==> src/rtl/lc3b_dcache_ctrl_if.sv <==
// lc3b_dcache_ctrl_if: CPU-side and physical-memory-side buses of the LC-3b data cache.
interface lc3b_dcache_ctrl_if;
    logic [15:0]  mem_address;
    logic         mem_read;
    logic         mem_write;
    logic [1:0]   mem_wmask;
    logic [15:0]  mem_wdata;
    logic [15:0]  mem_rdata;
    logic         mem_resp;
    logic [15:0]  pmem_address;
    logic         pmem_read;
    logic         pmem_write;
    logic [127:0] pmem_wdata;
    logic [127:0] pmem_rdata;
    logic         pmem_resp;
    modport master (
        output mem_address, mem_read, mem_write, mem_wmask, mem_wdata, pmem_rdata, pmem_resp,
        input  mem_rdata, mem_resp, pmem_address, pmem_read, pmem_write, pmem_wdata
    );
    modport slave (
        input  mem_address, mem_read, mem_write, mem_wmask, mem_wdata, pmem_rdata, pmem_resp,
        output mem_rdata, mem_resp, pmem_address, pmem_read, pmem_write, pmem_wdata
    );
endinterface

==> src/rtl/lc3b_dcache_ctrl.sv <==
// lc3b_dcache_ctrl: direct-mapped write-back write-allocate data cache, 8 lines of 128 bits.
module lc3b_dcache_ctrl (
    input logic clk,
    input logic rst_n,
    lc3b_dcache_ctrl_if.slave bus
);
    typedef enum logic [1:0] {CHECK, WRITEBACK, ALLOCATE} state_t;
    state_t       state;
    logic [127:0] line [8];
    logic [8:0]   tag [8];
    logic [7:0]   valid, dirty;
    logic [2:0]   idx;
    logic [6:0]   lo, hi;
    logic         req, hit, wr_hit;
    always_comb begin
        idx = bus.mem_address[6:4];
        lo = {bus.mem_address[3:1], 4'b0000};
        hi = {bus.mem_address[3:1], 4'b1000};
        req = bus.mem_read | bus.mem_write;
        hit = valid[idx] && tag[idx] == bus.mem_address[15:7];
        wr_hit = state == CHECK && bus.mem_write && hit;
        bus.mem_resp = state == CHECK && req && hit;
        bus.mem_rdata = line[idx][lo +: 16];
        bus.pmem_wdata = line[idx];
        bus.pmem_address = state == WRITEBACK ? {tag[idx], idx, 4'b0} : {bus.mem_address[15:4], 4'b0};
    end
    always_ff @(posedge clk or negedge rst_n) begin
        if (!rst_n) begin
            state <= CHECK;
            valid <= '0;
            dirty <= '0;
            bus.pmem_read <= 1'b0;
            bus.pmem_write <= 1'b0;
        end else begin
            case (state)
                CHECK:
                    if (wr_hit) dirty[idx] <= 1'b1;
                    else if (req && !hit) begin
                        state <= dirty[idx] ? WRITEBACK : ALLOCATE;
                        bus.pmem_write <= dirty[idx];
                        bus.pmem_read <= !dirty[idx];
                    end
                WRITEBACK:
                    if (bus.pmem_resp) begin
                        dirty[idx] <= 1'b0;
                        state <= ALLOCATE;
                        bus.pmem_write <= 1'b0;
                        bus.pmem_read <= 1'b1;
                    end
                ALLOCATE:
                    if (bus.pmem_resp) begin
                        valid[idx] <= 1'b1;
                        dirty[idx] <= 1'b0;
                        state <= CHECK;
                        bus.pmem_read <= 1'b0;
                    end
                default: state <= CHECK;
            endcase
        end
    end
    // data and tag arrays carry no reset; valid bits gate their use
    always_ff @(posedge clk) begin
        if (state == ALLOCATE && bus.pmem_resp) begin
            line[idx] <= bus.pmem_rdata;
            tag[idx] <= bus.mem_address[15:7];
        end
        if (wr_hit && bus.mem_wmask[0]) line[idx][lo +: 8] <= bus.mem_wdata[7:0];
        if (wr_hit && bus.mem_wmask[1]) line[idx][hi +: 8] <= bus.mem_wdata[15:8];
    end
endmodule

==> src/flat_wrapper.sv <==
// flat-port wrapper written by rule: the top's interface ports become plain ports
module lc3b_dcache_ctrl_flat 
  (clk, rst_n, bus_mem_address, bus_mem_read, bus_mem_write, bus_mem_wmask, bus_mem_wdata, bus_pmem_rdata, bus_pmem_resp, bus_mem_rdata, bus_mem_resp, bus_pmem_address, bus_pmem_read, bus_pmem_write, bus_pmem_wdata);
  lc3b_dcache_ctrl_if bus_i ();
  input logic clk;
  input logic rst_n;
  input wire logic [$bits(bus_i.mem_address)-1:0] bus_mem_address;
  input wire logic [$bits(bus_i.mem_read)-1:0] bus_mem_read;
  input wire logic [$bits(bus_i.mem_write)-1:0] bus_mem_write;
  input wire logic [$bits(bus_i.mem_wmask)-1:0] bus_mem_wmask;
  input wire logic [$bits(bus_i.mem_wdata)-1:0] bus_mem_wdata;
  input wire logic [$bits(bus_i.pmem_rdata)-1:0] bus_pmem_rdata;
  input wire logic [$bits(bus_i.pmem_resp)-1:0] bus_pmem_resp;
  output wire logic [$bits(bus_i.mem_rdata)-1:0] bus_mem_rdata;
  output wire logic [$bits(bus_i.mem_resp)-1:0] bus_mem_resp;
  output wire logic [$bits(bus_i.pmem_address)-1:0] bus_pmem_address;
  output wire logic [$bits(bus_i.pmem_read)-1:0] bus_pmem_read;
  output wire logic [$bits(bus_i.pmem_write)-1:0] bus_pmem_write;
  output wire logic [$bits(bus_i.pmem_wdata)-1:0] bus_pmem_wdata;
  assign bus_i.mem_address = bus_mem_address;
  assign bus_i.mem_read = bus_mem_read;
  assign bus_i.mem_write = bus_mem_write;
  assign bus_i.mem_wmask = bus_mem_wmask;
  assign bus_i.mem_wdata = bus_mem_wdata;
  assign bus_i.pmem_rdata = bus_pmem_rdata;
  assign bus_i.pmem_resp = bus_pmem_resp;
  assign bus_mem_rdata = bus_i.mem_rdata;
  assign bus_mem_resp = bus_i.mem_resp;
  assign bus_pmem_address = bus_i.pmem_address;
  assign bus_pmem_read = bus_i.pmem_read;
  assign bus_pmem_write = bus_i.pmem_write;
  assign bus_pmem_wdata = bus_i.pmem_wdata;
  lc3b_dcache_ctrl u_core (.clk(clk), .rst_n(rst_n), .bus(bus_i));
endmodule
==> config.mk <==
export PLATFORM = sky130hd
export DESIGN_NAME = lc3b_dcache_ctrl_flat
export DESIGN_NICKNAME = d
export VERILOG_FILES = /design/src/rtl/lc3b_dcache_ctrl_if.sv /design/src/rtl/lc3b_dcache_ctrl.sv /design/src/flat_wrapper.sv
export SDC_FILE = /design/constraint.sdc
export NUM_CORES = 1
export LEC_CHECK = 0
export CORE_AREA = 10 10 346 348
export DETAILED_ROUTE_END_ITERATION = 8
export DIE_AREA = 0 0 356 358
export HOLD_SLACK_MARGIN = 0.08
export PLACE_DENSITY = 0.67
export SLEW_MARGIN = 15
export SYNTH_ARGS = -nofsm -noshare
export SYNTH_HDL_FRONTEND = slang
export SYNTH_SLANG_ARGS = --single-unit
==> constraint.sdc <==
create_clock -name clk -period 6.95 [get_ports clk]
set_input_delay 0.695 -clock clk [delete_from_list [all_inputs] [get_ports clk]]
set_output_delay 0.695 -clock clk [all_outputs]
set_load 0.05 [all_outputs]
Yosys cells after proc, flatten, opt, wreduce, memory -nomap -nowiden. Memories as Yosys holds them, arrays and structs flattened. Index checks and enable logic that the tools add are counted. W data, S select, Z words.

$add $sub $neg: 2. $lt $le $gt $ge: 2. Equality and inequality tests: 9. Shift-type cells: 5. Multiplexer cells: 286. Bitwise logic cells: 261. Reductions and logical operators: 22.

Operators with widths (number): $mux W1 (269); $or A1 B1 Y1 (257); $mux W128 (2); $shift A8 B9 Y128 const A (2); $shiftx A8 B9 Y128 (2); $shiftx A128 B8 Y16 (1); $neg A7 Y9 (2); $mux W16 (1); $mux W8 (2); $or A8 B8 Y8 (2); $pmux W8 S2 (1); $logic_and A1 B1 Y1 (10); $mux W2 (5); $eq A9 B9 Y1 (1); $and A8 B8 Y8 (1); $ne A2 B2 Y1 const B (4); $not A8 Y8 (1); $reduce_and A4 Y1 (2); $bmux W1 S3 (2); $pmux W2 S3 (1); $reduce_and A5 Y1 (1); $lt A3 B4 Y1 const B (1); $ne A2 B1 Y1 const B (2); $reduce_bool A2 Y1 (2); other kinds (12) (13).

Register bits: 20. Bits in writable memories: 1096. Input port bits: 167. Output and inout port bits: 163. Logic and storage cells: 594. Memories kept: 2.

Memories: u_core.line (words 8, width 128, read ports 1, clocked after memory_dff 0, wr ports 1, line lc3b_dcache_ctrl.sv:9) `logic [127:0] line [8];`; u_core.tag (words 8, width 9, read ports 1, clocked after memory_dff 0, wr ports 1, line lc3b_dcache_ctrl.sv:10) `logic [8:0] tag [8];`.

Logic depth before layout (Yosys ltp). Gate-level depths: netlist (run 1).

Depth after elaboration: 9. Gate-level depth with buffers: 14. Gate-level depth less buffers: 7.

Least setup slack after synthesis (run 1). OpenSTA, ideal clock, no wires.

Path kind: input port to output port. Start: in bus_mem_address[4]. End: out bus_mem_rdata[7]. Data arrival time: 4.378 ns. Slack: 1.877 ns. Cell stages on the path: 10. Cells stage by stage: buf_2 -> buf_2 -> clkbuf_1 -> buf_2 -> clkbuf_1 -> a222oi_1 -> o21ai_0 -> mux4_2 -> nor2_1 -> nor2_1.

Longest elaborated chain between the ends: 2.

RTL lines: from (decl) (line flat_wrapper.sv:7) `input wire logic [$bits(bus_i.mem_address)-1:0] bus_mem_address;`; $mem_v2 Z8 W128; via bus_pmem_wdata[39] (line flat_wrapper.sv:19) `output wire logic [$bits(bus_i.pmem_wdata)-1:0] bus_pmem_wdata;`; $shiftx A128 B8 Y16 (line lc3b_dcache_ctrl.sv:23) `bus.mem_rdata = line[idx][lo +: 16];`; to (decl) (line flat_wrapper.sv:14) `output wire logic [$bits(bus_i.mem_rdata)-1:0] bus_mem_rdata;`.

The timed path passes the listed nets, and every way through them passes these cells.

Worst setup path after layout (run 1).
Start: in bus_mem_address[6]. End: out bus_mem_rdata[11].

Longest elaborated chain between the ends: 2.

RTL lines (line): $mem_v2 Z8 W128; $shiftx A128 B8 Y16 (lc3b_dcache_ctrl.sv:23).

No other way between the ends.

==> flow_summary.json, run 1 <==
{
  "outcome": "complete, no violations",
  "synth_compound_area_share_pct": 10.6,
  "end_kind": "output pin",
  "synth_fa_ha_area_share_pct": 0.280,
  "grt_pass1_vias": 27200,
  "cp_common_cell": "buf_4",
  "grt_max_degree": 66,
  "yosysUniqueCellTypes": 63,
  "cp_cell_sequence": "buf_4 > buf_4 > nor2_4 > buf_4 > a22o_1 > a221oi_1 > nand3_1 > mux4_2 > mux2_2 > clkdlybuf4s50_1",
  "arrival_ns": 4.97,
  "path_clk_slew_ns": 0.05,
  "firstDrtPassIters": 6,
  "rsz0062_at_grt": "no",
  "h-tree-depth": 3,
  "max_stage_delay_ns": 0.70,
  "ir_worst_vdd_mv": 0.224,
  "internal-power_uw": 11600,
  "switchingPower_uw": 4190,
  "final_layout_size_suffix_gt1_share_pct": 19.6,
  "ys_seq_area_share_pct": 74.6,
  "yosys.area_share.simple_pct": 4.23,
  "tritoncts": "yes",
  "cp.required_ns": 6.25,
  "synthMuxAreaShare_pct": 8.06,
  "clkPwrFrac_pct": 37.0,
  "cts_sinks": 1116,
  "grt_usage_pct": 22.6,
  "die_y_um": 358,
  "wl_mm": 150,
  "fin_cells": 4631,
  "core_um2": 112000,
  "grt_first_pass_wirelength_mm": 207,
  "setup_tns_ns": 0,
  "ios": 330,
  "yosysWarnings": 0,
  "final_area_um2": 54000,
  "cts_root_buf": "clkbuf_16",
  "io_buffers": 324,
  "drc": 0,
  "critPathSlowestCell": "clkdlybuf4s50_1",
  "syn_to_final_growth_pct": 20.7,
  "powerDensity_nw_per_um2": 293,
  "hold_viol_final": 0,
  "worst_setup_path_start_kind": "input port",
  "die_x_um": 356,
  "clockBufferDepth": 3,
  "hp-class": "flip-flop to flip-flop",
  "worst_slew_pin_slew_ns": 1.15,
  "maxCapViolations": 0,
  "whs_ns": 0.458,
  "place_area_um2": 50500,
  "p_leak_uw": 0.0177,
  "setup_viol": 0,
  "grt_antenna_before_repair": 6,
  "synth_xor_area_share_pct": 0.0587,
  "slew_headroom_pct": 23.0,
  "drtAntennaViolNets": 0,
  "p_sw_share_pct": 26.5,
  "dp.final_hpwl_mm": 100,
  "synth_edf_count": 1096,
  "syn_avg_cell_area_um2": 17.0,
  "syn_area_um2": 44800,
  "initialDrtViolationCount": 4146,
  "grt-ovfl-total": 0,
  "fmax_mhz": 177,
  "die-area_um2": 127000,
  "finalWeightedCongestion": 0.845,
  "insertion_delay_ns": 0.71,
  "seqPwrFrac_pct": 48.8,
  "wl_per_cell_um": 32.3,
  "async_flop_share_pct": 1.79,
  "via_count": 28100,
  "nets": 3221,
  "start_util_pct": 39.8,
  "min_period_over_period_pct": 81.5,
  "cts_hold_buf": 0,
  "via_per_inst": 6.06,
  "synthFlopType": "edfxtp_1",
  "post_cts_buffers": 0,
  "critical_path_class": "input port to output pin",
  "skew_ns": 0.0296,
  "cts_buffers": 113,
  "cts-resized-gates": 0,
  "synth.ff_latch_count": 1116,
  "syn_inst": 2631,
  "path_max_fanout": 52,
  "timing.final.max_slew_violations": 0,
  "fp-row-count": 123,
  "dpl.cell_count": 4429,
  "synth_top_family_by_area": "compound AO/OA/AOI/OAI gates",
  "combPwrFrac_pct": 14.2,
  "finalCriticalPeriod_ns": 5.66
}
[sequential cells by signal, summed over array words and instances (netlist names), named ones only]
register and flops:
u_core.bus.pmem_write 1, u_core.line 1024, u_core.state 2, u_core.bus.pmem_read 1, u_core.valid 8, u_core.tag 72
[worst paths after layout]
kind / endpoint / depth (start not counted) / start / slack (ns)
max in group asynchronous: u_core.valid[5]$_DFFE_PN0P_ / 1 / rst_n / 5.79
min in group asynchronous: u_core.valid[3]$_DFFE_PN0P_ / 1 / rst_n / 0.56
setup / recovery: bus_mem_rdata[11] / 10 / bus_mem_address[6] / 1.29
setup reg to reg: u_core.line[1][58]$_DFFE_PP_ / 8 / u_core.tag[6][6]$_DFFE_PP_ / 2.27
hold reg to reg: u_core.valid[5]$_DFFE_PN0P_ / 1 / u_core.valid[5]$_DFFE_PN0P_ / 0.46
hold / removal: u_core.valid[5]$_DFFE_PN0P_ / 1 / u_core.valid[5]$_DFFE_PN0P_ / 0.46
[critical path, delay by kind of cell]
family | cells | cell delay (ns)
AOI/OAI and AO/OA | 2 | 0.60
and+or+nand+nor | 2 | 0.36
buffers and inverters | 4 | 2.36
muxes | 2 | 0.87
[metrics by stage]
step           setup WS [ns]  utilization [%]  total power [uW]
2_1_floorplan           1.88                -              9100
3_3_place_gp            1.31             44.9             10100
3_5_place_dp            1.26             44.9             10100
4_1_cts                 1.32             48.1             15900
5_1_grt                 1.18             48.1             16200
6_report                1.29             48.1             15800
[power groups by stage]
stage	registers, uW	logic, uW	clock network [uW]
4_1_cts	7720	2240	5910
6_report	7720	2240	5860
5_1_grt	7740	2330	6150
3_3_place_gp	7850	2220	0
2_1_floorplan	7860	1240	0
3_5_place_dp	7860	2230	0
[cell usage after synthesis (all sizes together) (46+ instances only)]
library cell	number	area, um2
a21oi	145	729
a221oi	46	403
a22oi	338	2540
buf	71	383
clkbuf	134	503
edfxtp	1096	32900
mux2	168	1930
mux2i	53	531
mux4	51	1150
nand2	79	297
nand4	74	494
nor2	47	176
o21ai	46	230
[cell usage in the layout (no fill, tap or decap), drive strengths merged, types with 51 or more instances in the layout]
| cell | count |
|---|---|
| mux2 | 168 |
| clkdlybuf4s50 | 319 |
| buf | 181 |
| a22oi | 338 |
| nand2 | 79 |
| clkbuf | 131 |
| a21oi | 145 |
| nand4 | 74 |
| edfxtp | 1096 |
| mux4 | 51 |
| mux2i | 53 |
[layer usage]
layer,vias to the layer above,GRT usage [%],share of wire [%]
met5,-,0,0.045
met4,10,8.40,4.1
met3,287,5.77,11
met2,1894,36.3,47
met1,14200,29.4,38
li1,11600,-,-
[cell type report]
| cell class | instances | area (um2) |
|---|---|---|
| Clock buffer | 131 | 2940 |
| Timing Repair Buffer | 500 | 4650 |
| Sequential cell | 1116 | 33400 |
| Inverter | 18 | 67.6 |
| Tap cell | 1500 | 1880 |
| Antenna cell | 1 | 2.50 |
| Multi-Input combinational cell | 1295 | 10500 |
| Fill cell | 9396 | 58300 |
| Clock inverter | 70 | 621 |
[kinds of logic after synthesis]
kind of cell / count (synthesis)
mux: 272
xor+xnor: 3
other cells: 1
simple gates: 335
compound gates: 671
buf+inv: 223
flops: 1116
fa+ha+maj: 10
Power figures use the tool's default switching activity.
==> run 2, diff against run 1 <==
- clock period: 6.95 -> 5.24 ns (I/O delays scaled with it)
==> flow_summary.json, run 2 (synthesis gave the netlist of run 1 again) <==
{
  "initialDrtViolationCount": 3644,
  "cts_sinks": 1116,
  "die_y_um": 358,
  "cts_buffers": 111,
  "cp_common_cell": "buf_4",
  "post_cts_buffers": 0,
  "fmax_mhz": 220,
  "skew_ns": 0.0252,
  "finalWeightedCongestion": 0.862,
  "io_buffers": 324,
  "cts-resized-gates": 0,
  "powerDensity_nw_per_um2": 390,
  "setup_tns_ns": 0,
  "cp_cell_sequence": "buf_4 > buf_4 > buf_4 > mux2_2 > a222oi_1 > nand2_1 > mux4_2 > mux2_2 > buf_12",
  "ios": 330,
  "grt_max_degree": 56,
  "hold_viol_final": 0,
  "rsz0062_at_grt": "no",
  "clockBufferDepth": 3,
  "start_util_pct": 39.8,
  "largest_register_ffs": 1024,
  "dp.final_hpwl_mm": 101,
  "max_stage_delay_ns": 0.62,
  "nets": 3283,
  "maxCapViolations": 0,
  "critPathSlowestCell": "mux4_2",
  "final_area_um2": 54700,
  "outcome": "complete, no violations",
  "die_x_um": 356,
  "cts_root_buf": "clkbuf_16",
  "grt-ovfl-total": 0,
  "grt_usage_pct": 22.8,
  "hp-class": "input port to async pin",
  "wl_mm": 151,
  "p_leak_uw": 0.0182,
  "drtAntennaViolNets": 0,
  "tritoncts": "yes",
  "cp.required_ns": 4.72,
  "top_regs": "u_core.line x1024, u_core.tag x72, u_core.valid x8",
  "worst_slew_pin_slew_ns": 1.14,
  "cts_hold_buf": 0,
  "mostFrequentLayoutCells": "edfxtp_1 (1096), a22oi_1 (338), buf_4 (291), clkdlybuf4s50_1 (242), mux2_2 (158)",
  "path_max_fanout": 31,
  "arrival_ns": 4.01,
  "grt_antenna_before_repair": 11,
  "layout_commonest_cell": "edfxtp_1",
  "firstDrtPassIters": 6,
  "min_period_over_period_pct": 86.6,
  "wl_per_cell_um": 32.1,
  "grt_first_pass_wirelength_mm": 209,
  "core_um2": 112000,
  "h-tree-depth": 3,
  "fp-row-count": 123,
  "drc": 0,
  "slew_headroom_pct": 23.4,
  "setup_viol": 0,
  "utilization_pct": 48.7,
  "ir_worst_vdd_mv": 0.284,
  "place_area_um2": 51000,
  "path_clk_slew_ns": 0.06,
  "worst_setup_path_start_kind": "input port",
  "critical_path_class": "input port to output pin",
  "via_count": 28500,
  "via_per_inst": 6.05,
  "insertion_delay_ns": 0.70,
  "end_kind": "output pin",
  "final_layout_size_suffix_gt1_share_pct": 23.4,
  "timing.final.max_slew_violations": 0,
  "power_uw": 21300,
  "finalCriticalPeriod_ns": 4.54,
  "die-area_um2": 127000,
  "regMostFlops": "u_core.line",
  "grt_pass1_vias": 27300,
  "syn_to_final_growth_pct": 22.2
}
[run 2: path summary, 6_finish.rpt]
| path | end | depth (start not counted) | slack [ns] | start |
|---|---|---|---|---|
| worst min-delay path | u_core.bus.pmem_write$_DFFE_PN0P_ | 1 | 0.37 | rst_n |
| max in group asynchronous | u_core.valid[1]$_DFFE_PN0P_ | 1 | 4.26 | rst_n |
| worst max register to register | u_core.line[4][24]$_DFFE_PP_ | 9 | 1.13 | u_core.tag[5][6]$_DFFE_PP_ |
| min in group clk | u_core.valid[6]$_DFFE_PN0P_ | 1 | 0.47 | u_core.valid[6]$_DFFE_PN0P_ |
| worst min register to register | u_core.valid[6]$_DFFE_PN0P_ | 1 | 0.47 | u_core.valid[6]$_DFFE_PN0P_ |
| worst max-delay path | bus_mem_rdata[15] | 9 | 0.70 | bus_mem_address[6] |
[run 2: through the flow]
stage / hold slack (ns) / setup WS, ns / std cells
3_3_place_gp: 0.443 / 0.533 / 4492
6_report: 0.370 / 0.702 / 4707
5_1_grt: 0.406 / 0.635 / 4701
2_1_floorplan: 0.228 / 0.509 / 2634
4_1_cts: 0.337 / 0.774 / 4700
3_5_place_dp: 0.447 / 0.438 / 4492
[run 2: final cells by class]
class	count	area (um2)
multi-input combinational	1295	10500
tap	1500	1880
clock inverter	75	796
fill	9363	57600
clock buffer	133	2870
antenna	6	15.0
timing repair buffer	564	5200
inverter	18	67.6
sequential	1116	33400
[run 2: power by group]
part,switching [uW],internal [uW]
clock network,3460,4570
logic,2090,980
registers,88.0,10100
total,5640,15700
[run 2: worst max-delay path, delay by kind of cell]
family	cells	cell delay, ns
and+or+nand+nor	1	0.29
muxes	3	1.37
buffers and inverters	4	1.43
AOI/OAI and AO/OA	1	0.35
[run 2: metal layers]
| metal | global-route usage, % | wire length [um] | vias up |
|---|---|---|---|
| met5 | 0 | 80 | - |
| met2 | 35.7 | 69900 | 1930 |
| li1 | - | - | 11800 |
| met1 | 29.6 | 56000 | 14400 |
| met4 | 11.2 | 8200 | 12 |
| met3 | 5.75 | 16800 | 352 |
